## config.mk

```make
export PLATFORM = sky130hd
export DESIGN_NAME = multicycle_datapath_flat
export DESIGN_NICKNAME = d
export VERILOG_FILES = /design/src/rtl/multicycle_datapath_if.sv /design/src/rtl/multicycle_datapath.sv /design/src/flat_wrapper.sv
export SDC_FILE = /design/constraint.sdc
export NUM_CORES = 1
export LEC_CHECK = 0
export CAP_MARGIN = 25
export CORE_UTILIZATION = 42
export DETAILED_ROUTE_END_ITERATION = 16
export PLACE_DENSITY = 0.69
export RECOVER_POWER = 25
export SLEW_MARGIN = 10
export SYNTH_ARGS = -nofsm -noshare
export SYNTH_HDL_FRONTEND = slang
export SYNTH_SLANG_ARGS = --single-unit
```

## constraint.sdc

```tcl
create_clock -name clock -period 3.7 [get_ports clock]
set_clock_uncertainty 0.15 [all_clocks]
set_input_delay 0.74 -clock clock [delete_from_list [all_inputs] [get_ports clock]]
set_output_delay 0.74 -clock clock [all_outputs]
set_load 0.01 [all_outputs]
```

## src/rtl/multicycle_datapath_if.sv

```systemverilog
// -----------------------------------------------------------------------------
// multicycle_datapath_if
//
// Purpose: groups the control-unit step selects, operand bus and result/status
// bus of the multicycle datapath into one bundle.
//
// Handshake semantics: there is no back-pressure. "start" is a request sampled
// only while the datapath is idle (busy=0). "result_valid" is a single-cycle
// pulse; result/overflow/sel_error are valid and stable from that cycle until
// the next completed run (sel_error until the next accepted start). The
// consumer must capture the result in the pulse cycle or read the held value.
//
// Signals:
//   start, a_in..d_in               request and operands (master -> slave)
//   s0, s1, s2, addOrSub, done      control-unit step selects (master -> slave)
//   result, result_valid, overflow  completed-run result      (slave -> master)
//   sel_error, busy, step_count     run status                (slave -> master)
//   dbg_run                         FSM state, 1 = RUN        (slave -> master)
//
// Modports:
//   master : control unit / stimulus side
//   slave  : datapath side
// -----------------------------------------------------------------------------
interface multicycle_datapath_if #(
    parameter int WIDTH = 8
);
    logic             start;
    logic [WIDTH-1:0] a_in;
    logic [WIDTH-1:0] b_in;
    logic [WIDTH-1:0] c_in;
    logic [WIDTH-1:0] d_in;
    logic             s0;
    logic             s1;
    logic             s2;
    logic             addOrSub;
    logic             done;

    logic [WIDTH-1:0] result;
    logic             result_valid;
    logic             overflow;
    logic             sel_error;
    logic             busy;
    logic [2:0]       step_count;
    logic             dbg_run;

    modport master (
        output start, a_in, b_in, c_in, d_in,
        output s0, s1, s2, addOrSub, done,
        input  result, result_valid, overflow, sel_error, busy, step_count,
        input  dbg_run
    );

    modport slave (
        input  start, a_in, b_in, c_in, d_in,
        input  s0, s1, s2, addOrSub, done,
        output result, result_valid, overflow, sel_error, busy, step_count,
        output dbg_run
    );
endinterface

```

## src/rtl/multicycle_datapath.sv

```systemverilog
// -----------------------------------------------------------------------------
// multicycle_datapath
//
// Purpose: signed accumulate datapath driven by the multicycle control unit.
// On start it latches four operands and loads the accumulator with A. While
// running, each clock performs one control-unit step:
//   s0=0                  reload accumulator from latched A
//   s0=1, {s2,s1}=00/01/10 accumulate +/- B/C/D (addOrSub: 1=add, 0=sub)
//   s0=1, {s2,s1}=11      reserved: accumulator holds, sel_error set
// A rising edge on done publishes the accumulator as the result together with
// the sticky overflow flag and returns to idle. Mode 0 (A+B+C-D) and mode 1
// (A-B+C+D) are just different step sequences from the control unit.
//
// Ports:
//   clock   rising-edge clock
//   reset   synchronous active-high reset
//   bus     multicycle_datapath_if.slave (operands, selects, result, status)
//
// Parameters:
//   WIDTH   operand/accumulator/result width, two's complement
// -----------------------------------------------------------------------------
module multicycle_datapath #(
    parameter int WIDTH = 8
) (
    input  logic                  clock,
    input  logic                  reset,
    multicycle_datapath_if.slave  bus
);

    typedef enum logic {
        ST_IDLE = 1'b0,
        ST_RUN  = 1'b1
    } state_t;

    state_t           state;

    // Operand registers: the run uses only these, never the live inputs.
    logic [WIDTH-1:0] a_q;
    logic [WIDTH-1:0] b_q;
    logic [WIDTH-1:0] c_q;
    logic [WIDTH-1:0] d_q;

    logic [WIDTH-1:0] acc;
    logic             sticky_ovf;
    logic             done_q;

    logic [WIDTH-1:0] result_r;
    logic             result_valid_r;
    logic             overflow_r;
    logic             sel_error_r;
    logic             busy_r;
    logic [2:0]       step_count_r;

    // Step arithmetic
    logic [WIDTH-1:0] step_op;
    logic [WIDTH-1:0] step_sum;
    logic             step_ovf;
    logic             done_edge;
    logic             sel_reserved;

    assign done_edge    = bus.done && !done_q;
    assign sel_reserved = bus.s2 && bus.s1;

    always_comb begin
        step_op  = b_q;
        step_sum = '0;
        step_ovf = 1'b0;

        unique case ({bus.s2, bus.s1})
            2'b01:   step_op = c_q;
            2'b10:   step_op = d_q;
            default: step_op = b_q;
        endcase

        if (bus.addOrSub) begin
            step_sum = acc + step_op;
            // Same-sign operands whose sum flips sign.
            step_ovf = (acc[WIDTH-1] == step_op[WIDTH-1]) &&
                       (step_sum[WIDTH-1] != acc[WIDTH-1]);
        end else begin
            step_sum = acc - step_op;
            // Opposite-sign operands whose difference leaves acc's sign.
            step_ovf = (acc[WIDTH-1] != step_op[WIDTH-1]) &&
                       (step_sum[WIDTH-1] != acc[WIDTH-1]);
        end
    end

    always_ff @(posedge clock) begin
        if (reset) begin
            state          <= ST_IDLE;
            a_q            <= '0;
            b_q            <= '0;
            c_q            <= '0;
            d_q            <= '0;
            acc            <= '0;
            sticky_ovf     <= 1'b0;
            done_q         <= 1'b0;
            result_r       <= '0;
            result_valid_r <= 1'b0;
            overflow_r     <= 1'b0;
            sel_error_r    <= 1'b0;
            busy_r         <= 1'b0;
            step_count_r   <= 3'd0;
        end else begin
            result_valid_r <= 1'b0;

            unique case (state)
                ST_IDLE: begin
                    // Selects and done are ignored while idle.
                    if (bus.start) begin
                        a_q          <= bus.a_in;
                        b_q          <= bus.b_in;
                        c_q          <= bus.c_in;
                        d_q          <= bus.d_in;
                        acc          <= bus.a_in;
                        step_count_r <= 3'd0;
                        sticky_ovf   <= 1'b0;
                        sel_error_r  <= 1'b0;
                        // A done level already high at entry still counts as an edge.
                        done_q       <= 1'b0;
                        busy_r       <= 1'b1;
                        state        <= ST_RUN;
                    end
                end

                ST_RUN: begin
                    done_q <= bus.done;
                    // start is ignored here; operands stay as latched.
                    if (done_edge) begin
                        // Completion takes precedence over any step this cycle.
                        result_r       <= acc;
                        overflow_r     <= sticky_ovf;
                        result_valid_r <= 1'b1;
                        busy_r         <= 1'b0;
                        state          <= ST_IDLE;
                    end else if (!bus.s0) begin
                        acc          <= a_q;
                        step_count_r <= 3'd0;
                        sticky_ovf   <= 1'b0;
                    end else if (sel_reserved) begin
                        sel_error_r <= 1'b1;
                    end else begin
                        acc        <= step_sum;
                        sticky_ovf <= sticky_ovf | step_ovf;
                        if (step_count_r != 3'd7) begin
                            step_count_r <= step_count_r + 3'd1;
                        end
                    end
                end

                default: state <= ST_IDLE;
            endcase
        end
    end

    assign bus.result       = result_r;
    assign bus.result_valid = result_valid_r;
    assign bus.overflow     = overflow_r;
    assign bus.sel_error    = sel_error_r;
    assign bus.busy         = busy_r;
    assign bus.step_count   = step_count_r;
    assign bus.dbg_run      = (state == ST_RUN);

endmodule

```

## src/flat_wrapper.sv

```systemverilog
// flat-port wrapper written by rule: the top's interface ports become plain ports
module multicycle_datapath_flat 
#(
    parameter int WIDTH = 8
)
  (clock, reset, bus_start, bus_a_in, bus_b_in, bus_c_in, bus_d_in, bus_s0, bus_s1, bus_s2, bus_addOrSub, bus_done, bus_result, bus_result_valid, bus_overflow, bus_sel_error, bus_busy, bus_step_count, bus_dbg_run);
  multicycle_datapath_if #(.WIDTH(WIDTH)) bus_i ();
  input  logic clock;
  input  logic reset;
  input wire logic [$bits(bus_i.start)-1:0] bus_start;
  input wire logic [$bits(bus_i.a_in)-1:0] bus_a_in;
  input wire logic [$bits(bus_i.b_in)-1:0] bus_b_in;
  input wire logic [$bits(bus_i.c_in)-1:0] bus_c_in;
  input wire logic [$bits(bus_i.d_in)-1:0] bus_d_in;
  input wire logic [$bits(bus_i.s0)-1:0] bus_s0;
  input wire logic [$bits(bus_i.s1)-1:0] bus_s1;
  input wire logic [$bits(bus_i.s2)-1:0] bus_s2;
  input wire logic [$bits(bus_i.addOrSub)-1:0] bus_addOrSub;
  input wire logic [$bits(bus_i.done)-1:0] bus_done;
  output wire logic [$bits(bus_i.result)-1:0] bus_result;
  output wire logic [$bits(bus_i.result_valid)-1:0] bus_result_valid;
  output wire logic [$bits(bus_i.overflow)-1:0] bus_overflow;
  output wire logic [$bits(bus_i.sel_error)-1:0] bus_sel_error;
  output wire logic [$bits(bus_i.busy)-1:0] bus_busy;
  output wire logic [$bits(bus_i.step_count)-1:0] bus_step_count;
  output wire logic [$bits(bus_i.dbg_run)-1:0] bus_dbg_run;
  assign bus_i.start = bus_start;
  assign bus_i.a_in = bus_a_in;
  assign bus_i.b_in = bus_b_in;
  assign bus_i.c_in = bus_c_in;
  assign bus_i.d_in = bus_d_in;
  assign bus_i.s0 = bus_s0;
  assign bus_i.s1 = bus_s1;
  assign bus_i.s2 = bus_s2;
  assign bus_i.addOrSub = bus_addOrSub;
  assign bus_i.done = bus_done;
  assign bus_result = bus_i.result;
  assign bus_result_valid = bus_i.result_valid;
  assign bus_overflow = bus_i.overflow;
  assign bus_sel_error = bus_i.sel_error;
  assign bus_busy = bus_i.busy;
  assign bus_step_count = bus_i.step_count;
  assign bus_dbg_run = bus_i.dbg_run;
  multicycle_datapath #(.WIDTH(WIDTH)) u_core (.clock(clock), .reset(reset), .bus(bus_i));
endmodule
```

==> impl_metrics.yaml, run 1 <==
floorplanning:
  die_y_um: 87.6
  ios: 56
  design.die.area_sq_um: 7680
  coreArea_sq_um: 6940
  die_w_um: 87.6
  rows: 30
  start_util_pct: 44.4
logic_synthesis:
  synth_top_flop_cell: "dfxtp_1"
  synth_fp_nets: 441
  ys_warn_count: 0
  synth_area_sq_um: 3080
  synth_seq_area_share_pct: 37.7
  async_flop_share_pct: 0
  avgSynthCellArea_sq_um: 8.13
  synth_cell_type_count: 47
  synth.ff_latch_count: 58
  syn_inst: 379
  synth_edf_count: 0
critical_path:
  reg2reg_from: "u_core.c_q[1]"
  cp_max_fo: 7
  cp.required_ps: 3810
  crit_start: "bus_s1"
  ff2ff_path_depth: 10
  r2r_slack_ps: 1220
  cp-end-kind: "register"
  rr_endpoint: "u_core.acc[6]"
  arrival_ps: 3560
  critPathKind: "input pin to register"
  cp-start-kind: "input pin"
timing:
  tightest_slew_ps: 1110
  rsz0062_at_grt: "false"
  fmax_mhz: 290
  hold_viol: 0
  slew_violations: 0
  worst_hold_slack_ps: 304
  min_period_over_period_pct: 93.3
  period_minus_slack_ps: 3450
  max_slew_margin_pct: 25.3
  setup_viol: 0
hold_path:
  min_path_type: "register to register"
  worstHoldStart: "u_core.c_q[7]"
  min_to: "u_core.c_q[7]"
  hold_depth: 2
route:
  vias_per_cell: 5.34
  firstDrtPassIters: 4
  post_drt_wl_per_cell_um: 14.2
  drt_wl_total_mm: 7.73
  drc_errors: 0
  first_iter_violations: 193
  vias: 2909
  ant_nets: 0
grt:
  met2_usage_pct: 33.2
  antenna_found_initial: 0
  overflow: 0
  grt_pass1_wl_mm: 13.1
  met3_usage_pct: 4.81
  grt_max_degree: 47
  grt_pass1_vias: 2679
  gr-usage-met1_pct: 31.7
  grt_most_used_layer: "met2"
  track_usage_pct: 22.5
cells_and_area:
  fin_nets: 506
  drive_gt1_share_pct: 11.1
  area_delta_synth_final_pct: 30.6
  diodes: 0
  fin_cells: 545
  final_area_sq_um: 4020
power_and_ir_drop:
  irDropWorstVdd_mv: 0.184
  totalPowerFinal_uw: 1740
  leakage_uw: 0.00159
  powerDensity_nw_per_um2: 431
placement:
  dpl_cell_area_sq_um: 3800
  hpwlAfterDp_mm: 5.75
  gp_congestion: 0.929
  io_buffers: 55
  dp_cells: 529
clock_tree:
  cts_sinks: 58
  h-tree-depth: 3
  cts-buffers-inserted: 9
  clk_latency_ps: 350
  clk_pin_slew_ps: 70
  clockBufferDepth: 2
  cts_tree: "built"
  ctsHoldBuffers: 0
  cts_root_buf: "clkbuf_8"
run_status:
  status: "finished, final reports clean"
flow_run:
  drv_cap: 0
-- flip-flops by register name, summed over array words and instances, names as in the netlist --
register,count
u_core.bus.busy,1
u_core.bus.sel_error,1
u_core.bus.dbg_run,1
u_core.acc,8
u_core.d_q,8
u_core.c_q,8
u_core.b_q,8
u_core.bus.step_count,3
u_core.bus.overflow,1
u_core.bus.result,8
u_core.a_q,8
u_core.done_q,1
u_core.bus.result_valid,1
u_core.sticky_ovf,1
-- worst max path at each step --
stage | end | slack, ps | cells past startpoint
2_1_floorplan | u_core.acc[5] | 470 | 12
3_3_place_gp | u_core.acc[4] | -160 | 12
3_5_place_dp | u_core.acc[6] | -190 | 12
4_1_cts | u_core.acc[6] | 150 | 12
5_1_grt | u_core.acc[6] | 10 | 13
6_report | u_core.acc[6] | 250 | 13
-- synth_stat cells, types with 2 or more instances --
| cell | instances | area, sq um |
|---|---|---|
| nand2_1 | 84 | 315 |
| dfxtp_1 | 58 | 1160 |
| a21oi_1 | 50 | 250 |
| nor2_1 | 21 | 78.8 |
| ha_1 | 20 | 250 |
| inv_1 | 18 | 67.6 |
| o21ai_0 | 18 | 90.1 |
| a22oi_1 | 10 | 75.1 |
| clkbuf_1 | 10 | 37.5 |
| a22o_1 | 9 | 78.8 |
| a211oi_1 | 6 | 45.0 |
| mux2i_1 | 6 | 60.1 |
| nor3_1 | 6 | 30.0 |
| buf_1 | 5 | 18.8 |
| o211ai_1 | 5 | 37.5 |
| xnor2_1 | 5 | 43.8 |
| or3_1 | 4 | 25.0 |
| buf_6 | 3 | 33.8 |
| nand2b_1 | 3 | 18.8 |
| a211oi_2 | 2 | 25.0 |
| a311oi_1 | 2 | 17.5 |
| a31oi_1 | 2 | 12.5 |
| and3_1 | 2 | 12.5 |
| and3_4 | 2 | 22.5 |
| buf_2 | 2 | 10.0 |
| fa_1 | 2 | 40.0 |
| o21a_1 | 2 | 15.0 |
| or2_1 | 2 | 12.5 |
| xor2_1 | 2 | 17.5 |
-- cells in the final DEF, fill, tap and decap left out, drive strengths merged, types with 3 or more instances in the layout --
master	count
or3	4
nor2	21
o21ai	19
ha	20
a22o	9
nand2	84
nor3	7
buf	20
a22oi	11
and3	4
clkdlybuf4s50	46
clkbuf	9
dlygate4sd3	9
a211oi	8
o211ai	5
mux2i	6
xnor2	5
inv	20
dfxtp	58
nand2b	3
a21oi	51
-- layout make-up --
type	instances	area [sq um]
well taps	96	120
flip-flops and latches	58	1160
clock buffers	9	124
fillers	643	2920
repair buffers	75	701
clock inverters	7	101
multi-input cells	281	1750
inverters	19	71.3
-- stage by stage --
stage                     util (%)  setup TNS [ps]  setup slack (ps)
final                         57.9               0               249
after global placement        54.7            -393              -163
after detailed placement      54.7            -705              -190
after CTS                     57.9               0               153
after global routing          57.9               0              13.7
after floorplan                  -               0               473
-- layer usage --
layer / share of wire [%] / vias up / wire [um]
met5: 0 / - / 0
met4: 2.3 / 0 / 180
met1: 48 / 1365 / 3730
li1: - / 1445 / -
met2: 44 / 82 / 3370
met3: 5.8 / 17 / 447
-- where the power goes --
group	total, uW	internal, uW	switching, uW
sequential	695	660	34.1
combinational	376	177	199
clock	666	383	283
-- worst max-delay path, cell delays in order --
cell and delay, ps:
clkdlybuf4s50_1 530, inv_1 60, ha_1 280, a22oi_1 230, o21ai_1 140, buf_4 170
fa_1 410, a21oi_1 190, o21ai_0 130, a21oi_1 190, xnor2_1 140, a31oi_1 100
a211oi_1 240
-- what timing repair did --
| item | CTS | global route |
|---|---|---|
| hold endpoints to repair | 0 | 0 |
| resized for setup | 0 | 4 |
| setup buffers | 0 | 0 |
| setup endpoints to repair | 0 | 5 |
-- cell families after synthesis --
kind of cell | after synthesis | share of synthesized area, %
xor+xnor | 7 | 1.99
buf+inv | 40 | 5.81
compound gates | 117 | 25.2
simple gates | 129 | 18.0
flops | 58 | 37.7
mux | 6 | 1.95
fa+ha+maj | 22 | 9.42
Note: power is estimated with default switching activity, not from simulation.
==> inputs of run 2 (changes only) <==
--- a/config.mk
+++ b/config.mk
@@ -6,9 +6,9 @@
 export NUM_CORES = 1
 export LEC_CHECK = 0
 export CAP_MARGIN = 25
-export CORE_UTILIZATION = 42
+export CORE_UTILIZATION = 50
 export DETAILED_ROUTE_END_ITERATION = 16
-export PLACE_DENSITY = 0.69
+export PLACE_DENSITY = 0.8
 export RECOVER_POWER = 25
 export SLEW_MARGIN = 10
 export SYNTH_ARGS = -nofsm -noshare
==> run 2 against run 1 <==
  * First-iteration DRC count fell by 16%
  * Fmax grew 1.1%
  * Total power decreased by 4.5%
  * Design area down 1.5%
  * Sequential power about the same
  * Via count rose by 0.41%
  * Setup slack gained 36 ps
  * Hold slack improved by 0.60 ps
  * Core utilization rose by 9.0 points
  * Combinational power down 2%
  * Sequential share of layout area grew 0.45 points
  * Clock-buffer cell count grew 3
  * Critical path type unchanged
  * Largest power group unchanged
==> impl_metrics.yaml, run 2 (synthesis results as in run 1) <==
cells_and_area:
  drive_gt1_share_pct: 10.2
  final_cell_mix: "nand2_1 (84), dfxtp_1 (58), a21oi_1 (50)"
  diodes: 0
  final_util_pct: 66.9
  fin_cells: 524
  area_delta_synth_final_pct: 28.6
  fin_nets: 506
  final_common_cell: "nand2_1"
timing:
  setup_tns_ps: 0
  min_period_over_period_pct: 92.3
  setup_viol: 0
  period_minus_slack_ps: 3420
  worst_slack_ps: 285
  max_slew_margin_pct: 12.2
  worst_hold_slack_ps: 305
  tightest_slew_ps: 1320
  hold_viol: 0
  fmax_mhz: 293
  rsz0062_at_grt: "false"
  slew_violations: 0
hold_path:
  min_path_type: "register to register"
power_and_ir_drop:
  powerDensity_nw_per_um2: 418
  leakage_uw: 0.00160
  irDropWorstVdd_mv: 0.358
critical_path:
  cp-start-kind: "input pin"
  cp-end-kind: "register"
  critPathKind: "input pin to register"
  max_stage_delay_ps: 490
  arrival_ps: 3530
  ff2ff_path_depth: 10
  reg2reg_from: "u_core.c_q[0]"
  cp_max_fo: 11
  crit_start: "bus_s2"
  rr_endpoint: "u_core.acc[6]"
  r2r_slack_ps: 1210
  crit_path_end: "u_core.acc[6]"
  cp_slowest_cell: "clkdlybuf4s50_1"
  worstPathCellList: "clkdlybuf4s50_1 > inv_1 > ha_1 > o21ai_0 > ha_1 > fa_1 > a21oi_1 > o21ai_0 > a21oi_1 > xnor2_1 > a31oi_1 > a211oi_1"
  cp.required_ps: 3810
clock_tree:
  clockBufferDepth: 2
  cts_sinks: 58
  ctsHoldBuffers: 0
  postCtsSetupBuffers: 0
  cts-buffers-inserted: 9
  clk_latency_ps: 350
  cts_resized: 0
  h-tree-depth: 3
  clk_pin_slew_ps: 70
  cts_tree: "built"
  cts_root_buf: "clkbuf_8"
placement:
  hpwlAfterDp_mm: 5.97
  dp_cells: 508
  io_buffers: 55
  gp_congestion: 0.921
  place_ws_ps: -121
route:
  firstDrtPassIters: 4
  drc_errors: 0
  vias_per_cell: 5.57
  vias: 2921
  drt_wl_total_mm: 7.83
  ant_nets: 0
  post_drt_wl_per_cell_um: 14.9
  first_iter_violations: 163
floorplanning:
  coreArea_sq_um: 5920
  design.die.area_sq_um: 6480
  ios: 56
  die_y_um: 80.5
  rows: 28
  die_w_um: 80.5
  start_util_pct: 52.0
grt:
  antenna_found_initial: 0
  grt_pass1_wl_mm: 13.0
  grt_pass1_vias: 2836
  grt_max_degree: 33
  track_usage_pct: 26.7
  overflow: 0
run_status:
  status: "finished, final reports clean"
flow_run:
  drv_cap: 0
==> run 2: how the worst min path moves through the flow <==
stage / endpoint / from / slack, ps / cells after the start
after floorplan: u_core.a_q[5] / u_core.a_q[5] / 280 / 2
after global placement: u_core.a_q[7] / u_core.a_q[7] / 290 / 2
after detailed placement: u_core.a_q[7] / u_core.a_q[7] / 300 / 2
after CTS: u_core.b_q[7] / u_core.b_q[7] / 310 / 2
after global routing: u_core.d_q[7] / u_core.d_q[7] / 330 / 2
final: u_core.a_q[1] / u_core.a_q[1] / 300 / 2
==> run 2: worst max-delay path, delay by kind of cell <==
family	cells	cell delay, ps
buffers and inverters	2	540
xor gates and xnor gates	1	140
adders and majority gates	3	1070
AOI/OAI and AO/OA	6	1030
==> run 2: final cells by class <==
class                   instances  area [sq um]
well taps                      75          93.8
fillers                       503          1960
inverters                      19          71.3
flip-flops and latches         58          1160
repair buffers                 75           697
clock buffers                  12           145
multi-input cells             281          1740
clock inverters                 4          51.3
==> run 2: report_power, final <==
part / switching, uW / total, uW / leakage [uW] / internal (uW)
Clock: 264 / 594 / 0.0000966 / 330
Combinational: 196 / 368 / 0.00103 / 173
Sequential: 34.8 / 696 / 0.000475 / 661
==> run 2: metal layers <==
layer	part of all wire (%)	vias up	track usage (%)
met5	0	-	0
met4	2.8	0	12.3
met3	5.7	22	7.84
met2	51	90	45.3
met1	41	1363	30.7
li1	-	1446	-
==> run 2: through the flow <==
stage | area (sq um) | total power [uW]
6_report | 3960 | 1660
5_1_grt | 3960 | 1740
4_1_cts | 3970 | 1660
3_5_place_dp | 3770 | 1080
3_3_place_gp | 3770 | 1070
2_1_floorplan | 3080 | 940
==> inputs of run 3 (changes only) <==
--- a/config.mk
+++ b/config.mk
@@ -10,6 +10,7 @@
 export DETAILED_ROUTE_END_ITERATION = 16
 export PLACE_DENSITY = 0.8
 export RECOVER_POWER = 25
+export REMOVE_ABC_BUFFERS = 1
 export SLEW_MARGIN = 10
 export SYNTH_ARGS = -nofsm -noshare
 export SYNTH_HDL_FRONTEND = slang
==> run 3 against run 2 <==
  * The run now ends with capacitance limit, slew limit left
  * Sequential power hardly changed
  * Clock power is 19% higher
  * Non-clock buffer count is 6 lower
  * Fmax is 1.5% lower
  * Routed wire length is 3.6% lower
  * Total power is 6.0% higher
  * Final cell count is 1.1% lower
  * Clock-buffer cell count is 2 lower
  * Critical path depth stayed put
  * Global-route usage is 0.80 points lower
  * Design area is 0.41% lower
  * Sequential cell count stayed put
  * Critical path type unchanged
  * Largest power group is now clock
==> impl_metrics.yaml, run 3 (synthesis results as in run 1) <==
run_status:
  status: "complete, but fails checks"
  violations: "capacitance limit, slew limit"
clock_tree:
  postCtsSetupBuffers: 0
  cts_sinks: 58
  clk_pin_slew_ps: 70
  cts-buffers-inserted: 9
  h-tree-depth: 3
  ctsHoldBuffers: 0
  clockBufferDepth: 2
  cts_tree: "built"
  clk_latency_ps: 350
  cts_root_buf: "clkbuf_8"
  cts_resized: 0
grt:
  track_usage_pct: 25.9
  overflow: 0
  grt_pass1_vias: 2732
  grt_pass1_wl_mm: 12.6
  grt_max_degree: 44
  antenna_found_initial: 0
timing:
  min_period_over_period_pct: 93.8
  tightest_slew_ps: 1510
  setup_viol: 0
  fmax_mhz: 288
  hold_viol: 0
  slew_violations: 37
  max_slew_margin_pct: -0.776
  rsz0062_at_grt: "false"
  period_minus_slack_ps: 3470
  worst_hold_slack_ps: 305
placement:
  hpwlAfterDp_mm: 5.33
  gp_congestion: 0.903
  io_buffers: 55
  dp_cells: 502
  dpl_cell_area_sq_um: 3720
route:
  first_iter_violations: 216
  drc_errors: 0
  firstDrtPassIters: 5
  vias: 2885
  post_drt_wl_per_cell_um: 14.6
  vias_per_cell: 5.57
  drt_wl_total_mm: 7.55
  ant_nets: 0
critical_path:
  crit_family: "compound AO/OA/AOI/OAI gates"
  cp.required_ps: 3840
  cp_slowest_cell: "clkdlybuf4s50_1"
  arrival_ps: 3610
  cp_max_fo: 12
  reg2reg_from: "u_core.bus.dbg_run"
  cp-end-kind: "register"
  r2r_slack_ps: 810
  max_stage_delay_ps: 480
  path_buf_inv: 4
  critPathKind: "input pin to register"
  cp-start-kind: "input pin"
  worstPathCellList: "clkdlybuf4s50_1 > inv_1 > ha_1 > buf_4 > o21ai_0 > inv_1 > ha_1 > a2111oi_4 > a21oi_2 > nor4b_1 > a311oi_1 > a21oi_1"
  crit_start: "bus_s2"
floorplanning:
  coreArea_sq_um: 5920
  start_util_pct: 52.0
  ios: 56
  die_y_um: 80.5
  rows: 28
  die_w_um: 80.5
  design.die.area_sq_um: 6480
power_and_ir_drop:
  irDropWorstVdd_mv: 0.296
  totalPowerFinal_uw: 1760
  leakage_uw: 0.00158
  powerDensity_nw_per_um2: 445
cells_and_area:
  diodes: 0
  multiInputGateArea_sq_um: 1740
  final_area_sq_um: 3950
  drive_gt1_share_pct: 8.80
  final_cell_mix: "nand2_1 (84), dfxtp_1 (58), a21oi_1 (50)"
  area_delta_synth_final_pct: 28.1
  final_common_cell: "nand2_1"
  fin_cells: 518
  final-seq-area_sq_um: 1160
  fin_nets: 500
  fill_cells: 504
hold_path:
  min_path_type: "register to register"
  worstHoldStart: "u_core.a_q[1]"
flow_run:
  drv_cap: 1
[run 3: layout make-up]
cell class	instances	area share, %
inverter	19	1.81
multi-input combinational	281	44.0
timing repair buffer	69	16.5
sequential	58	29.4
clock buffer	10	3.23
clock inverter	6	2.66
tap	75	2.38
[run 3: worst paths after layout]
| kind | to | cells past startpoint |
|---|---|---|
| max | u_core.sticky_ovf | 12 |
| min reg2reg | u_core.a_q[1] | 2 |
| min | u_core.a_q[1] | 2 |
| max reg2reg | u_core.acc[5] | 6 |
[run 3: per-layer routing]
metal / vias up / track usage, % / wire length [um]
met5: - / 0 / 0
met4: 0 / 12.0 / 165
met3: 12 / 6.25 / 290
met2: 62 / 41.6 / 3680
met1: 1375 / 32.5 / 3410
li1: 1436 / - / -
[run 3: stage by stage]
step                      setup TNS (ps)  utilization [%]  worst slack [ps]
after global routing                   0             66.7              40.2
after global placement             -61.3             62.9             -34.3
after detailed placement            -222             62.9              -107
after CTS                              0             66.8               256
final                                  0             66.7               231
after floorplan                        0                -               567
[run 3: report_power, final]
part           internal (uW)  switching, uW
Clock                    444            263
Sequential               661           32.0
Combinational            165            193
[run 3: worst reg2reg max path: stages, from the launching register on]
cell	delay (ps)
dfxtp_1	490
nor2b_1	210
clkbuf_1	1110
nor2_1	350
a21oi_1	230
a21oi_1	70
a211oi_2	210
